$ cat config.mk
export PLATFORM = sky130hd
export DESIGN_NAME = pc_unit
export DESIGN_NICKNAME = d
export VERILOG_FILES = /design/src/rtl/pc_unit.sv
export SDC_FILE = /design/constraint.sdc
export NUM_CORES = 1
export LEC_CHECK = 0
export CAP_MARGIN = 20
export CORE_ASPECT_RATIO = 2
export CORE_MARGIN = 10
export CORE_UTILIZATION = 29
export CTS_CLUSTER_DIAMETER = 200
export DETAILED_ROUTE_END_ITERATION = 10
export GPL_TIMING_DRIVEN = 0
export HOLD_SLACK_MARGIN = 0.02
export SLEW_MARGIN = 25
export SYNTH_ARGS = -nofsm -noshare
export SYNTH_HDL_FRONTEND = slang
export SYNTH_SLANG_ARGS = --single-unit
$ cat constraint.sdc
create_clock -name clk -period 4.35 [get_ports clk]
set_input_delay 0.87 -clock clk [delete_from_list [all_inputs] [get_ports clk]]
set_output_delay 0.87 -clock clk [all_outputs]
set_load 0.01 [all_outputs]
$ cat src/rtl/pc_unit.sv
// pc_unit: fetch-address register with prioritised next-PC selection and a circular return-address stack.
// Optional macro PC_MISALIGN_CHECK_EN redirects misaligned branch/jump/return targets to the exception vector.
module pc_unit #(
  parameter int unsigned WIDTH     = 32,
  parameter logic [31:0] RESET_VEC = 32'h0000_0000,
  parameter logic [31:0] EXC_VEC   = 32'h0000_0080,
  parameter int unsigned RAS_DEPTH = 4
) (
  input  logic             clk,
  input  logic             rst,
  input  logic             stall,
  input  logic             exc,
  input  logic             br_taken,
  input  logic [WIDTH-1:0] br_target,
  input  logic             jmp,
  input  logic             call,
  input  logic [WIDTH-1:0] jmp_target,
  input  logic             ret,
  output logic [WIDTH-1:0] pc,
  output logic [WIDTH-1:0] pc_next,
  output logic             ras_empty,
  output logic             ras_full,
  output logic             ras_ovf,
  output logic             ras_unf,
  output logic             misalign
);

  localparam int unsigned      PW       = $clog2(RAS_DEPTH);
  localparam int unsigned      CW       = PW + 1;
  localparam logic [WIDTH-1:0] RST_V    = WIDTH'(RESET_VEC);
  localparam logic [WIDTH-1:0] EXC_V    = WIDTH'(EXC_VEC);
  localparam logic [WIDTH-1:0] PC_INC   = WIDTH'(32'd4);
  localparam logic [CW-1:0]    FULL_CNT = CW'(RAS_DEPTH);

`ifdef PC_MISALIGN_CHECK_EN
  localparam logic MIS_EN = 1'b1;
`else
  localparam logic MIS_EN = 1'b0;
`endif

  logic [WIDTH-1:0] pc_r;
  logic [WIDTH-1:0] pc_next_s;
  logic [WIDTH-1:0] pc_inc_s;
  logic [WIDTH-1:0] tgt_s;
  logic [WIDTH-1:0] ras_top_s;
  logic [WIDTH-1:0] ras_r [RAS_DEPTH];
  logic [PW-1:0]    top_r;
  logic [CW-1:0]    cnt_r;
  logic             empty_s;
  logic             full_s;
  logic             push_s;
  logic             pop_s;
  logic             swap_s;
  logic             chk_s;
  logic             unf_s;
  logic             mis_s;
  logic             ovf_r;
  logic             unf_r;
  logic             mis_r;

  assign pc_inc_s  = pc_r + PC_INC;
  assign ras_top_s = ras_r[top_r];
  assign empty_s   = (cnt_r == {CW{1'b0}});
  assign full_s    = (cnt_r == FULL_CNT);

  // Next-PC priority select and RAS operation decode
  always_comb begin
    pc_next_s = pc_inc_s;
    tgt_s     = pc_inc_s;
    push_s    = 1'b0;
    pop_s     = 1'b0;
    swap_s    = 1'b0;
    chk_s     = 1'b0;
    unf_s     = 1'b0;
    mis_s     = 1'b0;
    if (exc) begin
      pc_next_s = EXC_V;
    end else if (stall) begin
      pc_next_s = pc_r;
    end else begin
      if (ret && call) begin
        chk_s = 1'b1;
        if (empty_s) begin
          tgt_s  = jmp_target;
          push_s = 1'b1;
          unf_s  = 1'b1;
        end else begin
          tgt_s  = ras_top_s;
          swap_s = 1'b1;
        end
      end else if (ret) begin
        // A return with nothing stacked falls through sequentially
        if (empty_s) begin
          tgt_s = pc_inc_s;
          unf_s = 1'b1;
        end else begin
          tgt_s = ras_top_s;
          pop_s = 1'b1;
          chk_s = 1'b1;
        end
      end else if (call) begin
        tgt_s  = jmp_target;
        push_s = 1'b1;
        chk_s  = 1'b1;
      end else if (jmp) begin
        tgt_s = jmp_target;
        chk_s = 1'b1;
      end else if (br_taken) begin
        tgt_s = br_target;
        chk_s = 1'b1;
      end else begin
        tgt_s = pc_inc_s;
      end
      if (MIS_EN && chk_s && (tgt_s[1:0] != 2'b00)) begin
        pc_next_s = EXC_V;
        mis_s     = 1'b1;
      end else begin
        pc_next_s = tgt_s;
      end
    end
  end

  // PC, RAS pointer/count and status flag registers
  always_ff @(posedge clk or posedge rst) begin
    if (rst) begin
      pc_r  <= RST_V;
      top_r <= {PW{1'b0}};
      cnt_r <= {CW{1'b0}};
      ovf_r <= 1'b0;
      unf_r <= 1'b0;
      mis_r <= 1'b0;
    end else begin
      pc_r  <= pc_next_s;
      unf_r <= unf_s;
      mis_r <= mis_s;
      if (push_s) begin
        top_r <= top_r + PW'(1'b1);
        if (full_s) begin
          ovf_r <= 1'b1;
        end else begin
          cnt_r <= cnt_r + CW'(1'b1);
        end
      end else if (pop_s) begin
        top_r <= top_r - PW'(1'b1);
        cnt_r <= cnt_r - CW'(1'b1);
      end
    end
  end

  // RAS storage; when full, a push lands on the oldest slot
  always_ff @(posedge clk) begin
    if (push_s) begin
      ras_r[top_r + PW'(1'b1)] <= pc_inc_s;
    end else if (swap_s) begin
      ras_r[top_r] <= pc_inc_s;
    end
  end

  assign pc        = pc_r;
  assign pc_next   = pc_next_s;
  assign ras_empty = empty_s;
  assign ras_full  = full_s;
  assign ras_ovf   = ovf_r;
  assign ras_unf   = unf_r;
  assign misalign  = mis_r;

endmodule
; Yosys cells after proc, flatten, opt, wreduce, memory -nomap -nowiden
; Memories as Yosys holds them, arrays and structs flattened.
; Index checks and enable logic that the tools add are counted.
[word_totals]
ff_bits = 39
ram_bits = 128
input_bits = 72
wordCells = 59
mem_count = 1
[op_classes]
add_sub_neg = 5
eq_ne = 2
n_mux = 40
n_reduce_logical = 6
[memory_table]
columns = name, words, width, rd, rd_clocked_by_memory_dff, wr, line
row1 = ras_r, 4, 32, 1, 0, 1, 46  ; logic [WIDTH-1:0] ras_r [RAS_DEPTH];
[op_table]
columns = op, n
row1 = 32-bit 2-to-1 mux, 10
row2 = 32-bit by 3-bit adder with 32-bit output (second input constant), 1
row3 = 32-bit OR reduction, 1
row4 = 1-bit 2-to-1 mux, 24
row5 = 3-bit 2-to-1 mux, 3
row6 = 2-bit 2-to-1 mux, 3
row7 = 2-bit AND reduction, 2
row8 = 3-bit by 1-bit adder with 3-bit output (second input constant), 1
row9 = 3-bit equality test (second input constant), 1
row10 = 3-bit zero test, 1
row11 = 3-bit by 1-bit subtractor with 3-bit output (second input constant), 1
row12 = 2-bit by 1-bit adder with 2-bit output (second input constant), 1
row13 = 2-bit != test (second input constant), 1
row14 = 2-bit nonzero test, 1
row15 = 2-bit by 1-bit subtractor with 2-bit output (second input constant), 1
row16 = 1-bit logical AND, 1

; Logic depth before layout (Yosys ltp)
[depth]
ltp_word = 10
mapped_depth = 8
ltp_nobuf = 6

; Worst setup path after synthesis
; OpenSTA, ideal clock, no wires.
[synth_path]
path_type = input port to flip-flop
startpoint = in ret
endpoint = mem ras_r[0][0] (enable)
t_arrival_ns = 3.503
path_slack_ns = 0.415
cell_stages = 5
path_buffers = 2
path_cell_list = clkbuf_1 > o31ai_1 > clkbuf_1 > or3_1 > a21oi_1
[synth_between]
elab_chain_cells = 9
elab_cells_between_ends = 16
[synth_lines]
columns = item, line
row1 = "start, declared", 18  ; input logic ret,
row2 = 1-bit logical AND, 81  ; if (ret && call) begin
row3 = 1-bit 2-to-1 mux, 81
row4 = 1-bit 2-to-1 mux, 78  ; end else if (stall) begin
row5 = 1-bit 2-to-1 mux, 76  ; if (exc) begin
row6 = 1-bit 2-to-1 mux, 154  ; end else if (swap_s) begin
row7 = 1-bit 2-to-1 mux, 152  ; if (push_s) begin
row8 = 1-bit 2-to-1 mux (not written as such), 155  ; ras_r[top_r] <= pc_inc_s;
row9 = 32-bit OR reduction (no line), --
row10 = 2-bit 2-to-1 mux (no line) / 1-bit 2-to-1 mux (equally long branches), --
row11 = "end, declared", 46
; Several ways; a longest one is shown, not always the timed one.

; Worst setup path after layout
[layout_path]
startpoint = in jmp
endpoint = out pc_next[7]
[layout_between]
elab_chain_cells = 6
[layout_lines]
columns = item, line
row1 = "start, declared", 15  ; input logic jmp,
row2 = 32-bit 2-to-1 mux, 105  ; end else if (jmp) begin
row3 = 32-bit 2-to-1 mux, 101  ; end else if (call) begin
row4 = 32-bit 2-to-1 mux, 91  ; end else if (ret) begin
row5 = 32-bit 2-to-1 mux, 81
row6 = 32-bit 2-to-1 mux, 78
row7 = 32-bit 2-to-1 mux, 76
row8 = "end, declared", 20  ; output logic [WIDTH-1:0] pc_next,
; No other way between the ends.

==> results by group <==
Outcome
  – Run status: finished clean

Synthesis
  – Mux cell area share after synthesis: about 9%
  – EDFF count, synth: roughly 130
  – Register area share after synthesis: ~58%
  – FF+latch count, synth: between 150 and 200
  – Main flop type after synthesis: edfxtp_1
  – Mapped cell area: between 8000 and 9000 sq um
  – Ys async rst share: a little under a quarter
  – Largest family of logic cells by synthesized area: compound AO/OA/AOI/OAI gates
  – Post-Synth Adder-Cell Area: 0.3900%
  – Synth Area in Simple Gates: 13.15%
  – Post-Syn Nets: roughly 750
  – Synth Area in Compound Gates: 14.20%
  – Post-synth cell types: 66
  – Yosys Warn Count: 0
  – Post-Synth XOR/XNOR Area: 1.995%
  – Mean Syn Cell Area: between 10 and 15 sq um
  – Syn Inst Count: ~670

Timing
  – Final hold slack: around 0.48 ns
  – RSZ-0062 raised after global routing: no
  – # setup viols final: 0
  – Slew headroom: about 37%
  – Achievable frequency: approximately 230 MHz
  – Worst-Margin Slew: between 0.9 and 1 ns
  – Shortest period the worst path allows: approximately 4.3 ns
  – Final Hold Fails: 0
  – Final period utilization: 98.45%
  – Clock skew: 0.01183 ns
  – Max Slew Vio Count: 0
  – Worst setup margin: 0.06736 ns

Clock tree
  – Clock tree root driver cell: clkbuf_16
  – Insertion delay to the later sink of the worst-skew pair: approximately 0.44 ns
  – TritonCTS Buffers: 17
  – Clk sinks: roughly 170
  – CTS tree: done
  – Clk slew on worst S/H paths: 0.07 ns
  – Clock buffer depth: 2
  – CTS H-tree depth: 4

Cells and area
  – Commonest non-fill, non-tap cell in the layout: clkdlybuf4s50_1
  – Fin nets: just over 900
  – Final Core Density: between 40% and 50%
  – Layout overhead on the synthesized area: 37.03%
  – Antenna diode count: 0
  – Share of cells above drive strength 1: a little over a fifth
  – # fillers: 2677
  – Commonest cells after routing, fill and taps aside: clkdlybuf4s50_1 (131), edfxtp_1 (128), nand2_1 (59), a21oi_1 (45), dfrtp_1 (36)

GRT
  – Total grt overflow: 0
  – Global-route wire length before repair: 46510 microns
  – Overall Global Routing Usage: between 15 and 20%
  – Largest net degree at the start of global routing: 40
  – Initial antenna violation count: 0
  – Number of global-route vias before repair: 7077

Placed design
  – Port bufs: ~140
  – HPWL Detailed: around 24000 microns
  – Pre-CTS WS: -1.242 ns
  – Placer Congestion: 0.9364

Die
  – Die span in y: 259.9 microns
  – Num ports: around 140
  – Die area: about 36000 sq um
  – Cell Rows: 87
  – Core area: around 28000 sq um
  – Initial core utilization: between 20 and 30%
  – Die X: ~140 microns

Setup path
  – CP Capture Type: output port
  – CP Max Fanout: 10
  – Required @ worst endpoint: 3.48 ns
  – CP arrival: between 3 and 4 ns
  – CP startpoint kind: primary input
  – Cell depth of the worst flop-to-flop path: 7
  – Worst Setup Path Type: in -> out
  – Reg2reg setup slack: between 1 and 1.5 ns

Routing
  – Drt first pass iters: 5
  – Post-route ant nets: 0
  – Routed wire length: 31890 microns
  – Vias per cell: between 5 and 6
  – DRC Markers: 0
  – Via count: a little under 7000
  – Wire per inst: 26.20 microns
  – Initial drt markers: roughly 730

Power and ir drop
  – Power Density: 490.5 nW/um^2
  – Peak supply drop: between 0.0003 and 0.0004 V
  – Leak: 4.057 nW

Min path
  – Hold crit path type: reg -> reg
  – Worst hold path depth: 1

Run
  – Max-cap violations: 0
flip-flops by register name (all words and copies together), names as in the netlist:
register and count:
ras_unf 1, top_r 2, pc 32, ras_r 128, cnt_r 3, ras_ovf 1
power by group:
group / total (W) / switching (W) / internal, W
registers: 0.00217 / 0.000226 / 0.00195
clock network: 0.00152 / 0.000667 / 0.000849
logic: 0.00192 / 0.000995 / 0.000921
total: 0.00561 / 0.00189 / 0.00372
path summary, 6_finish.rpt:
| check | start | to |
|---|---|---|
| worst max-delay path | jmp | pc_next[7] |
| min in group asynchronous | rst | pc[1] |
| worst min-delay path | ras_ovf | ras_ovf |
| max in group asynchronous | rst | pc[14] |
| worst min register to register | ras_ovf | ras_ovf |
| worst max register to register | top_r[1] | ras_r[2][18] |
repair_timing:
| action | in CTS | in global routing |
|---|---|---|
| gates resized for setup | 69 | 34 |
| endpoints found under the setup margin | 32 | 24 |
| hold buffers | 0 | 0 |
| setup buffers | 9 | 6 |
| gates cloned | 0 | 0 |
| pin swaps | 4 | 4 |
through the flow:
stage | power (W) | area [sq um] | setup TNS [ns] | cells
2_1_floorplan | 0.003156 | 8342 | 0 | 671
3_3_place_gp | 0.003934 | 10170 | -279.21 | 1165
3_5_place_dp | 0.004011 | 10420 | -27.24 | 1173
4_1_cts | 0.005601 | 11290 | 0 | 1211
5_1_grt | 0.005845 | 11430 | 0 | 1217
6_report | 0.005607 | 11430 | 0 | 1217
per-layer routing:
| metal | track usage (%) | part of all wire [%] | vias to the layer above |
|---|---|---|---|
| li1 | - | - | 2992 |
| met1 | 16.89 | 33 | 3420 |
| met2 | 31.17 | 54 | 343 |
| met3 | 4.289 | 6.5 | 102 |
| met4 | 11.55 | 6.3 | 0 |
| met5 | 0 | 0 | - |
cell usage after synthesis (all sizes together), types with 7 or more instances:
library cell	number	share of area (%)
edfxtp	128	46
nand2	62	2.8
a21oi	46	2.8
dfrtp	39	12
clkbuf	38	1.7
nor2	33	1.5
mux4	32	8.6
o21ai	22	1.3
nand3	21	1.3
inv	18	0.81
nor3	18	1.1
nor4	15	1.1
xnor2	14	1.5
a221o	13	1.6
or2	13	0.97
buf	11	0.90
o221ai	10	1.0
o31ai	9	0.81
a31oi	8	0.60
nor2b	7	0.52
o31a	7	0.73
or3	7	0.52
layout make-up:
type / count / area [sq um] / area share [%]
Multi-Input combinational cell: 437 / 3495 / 30.57
Timing Repair Buffer: 161 / 1723 / 15.07
Sequential cell: 167 / 4823 / 42.20
Tap cell: 356 / 445.4 / 3.897
Clock inverter: 14 / 150.1 / 1.313
Buffer: 46 / 295.3 / 2.583
Inverter: 18 / 70.07 / 0.6130
Clock buffer: 18 / 429.2 / 3.754
worst max-delay path, cell delays in order:
cell	delay (ns)
clkdlybuf4s50_1	0.50
buf_2	0.25
nor3_4	0.10
or2_2	0.43
a31oi_1	0.20
nor2_1	0.07
o31ai_2	0.36
clkdlybuf4s50_1	0.61
kinds of logic (layout without fill, tap and decap cells):
family | count (synthesis) | in the layout
other | 1 | 1
DFF | 167 | 167
adders and majority gates | 2 | 2
AOI/OAI and AO/OA | 170 | 170
buffers and inverters | 67 | 257
xor gates and xnor gates | 19 | 19
and+or+nand+nor | 210 | 210
muxes | 35 | 35
Note: power is estimated with default switching activity, not from simulation.
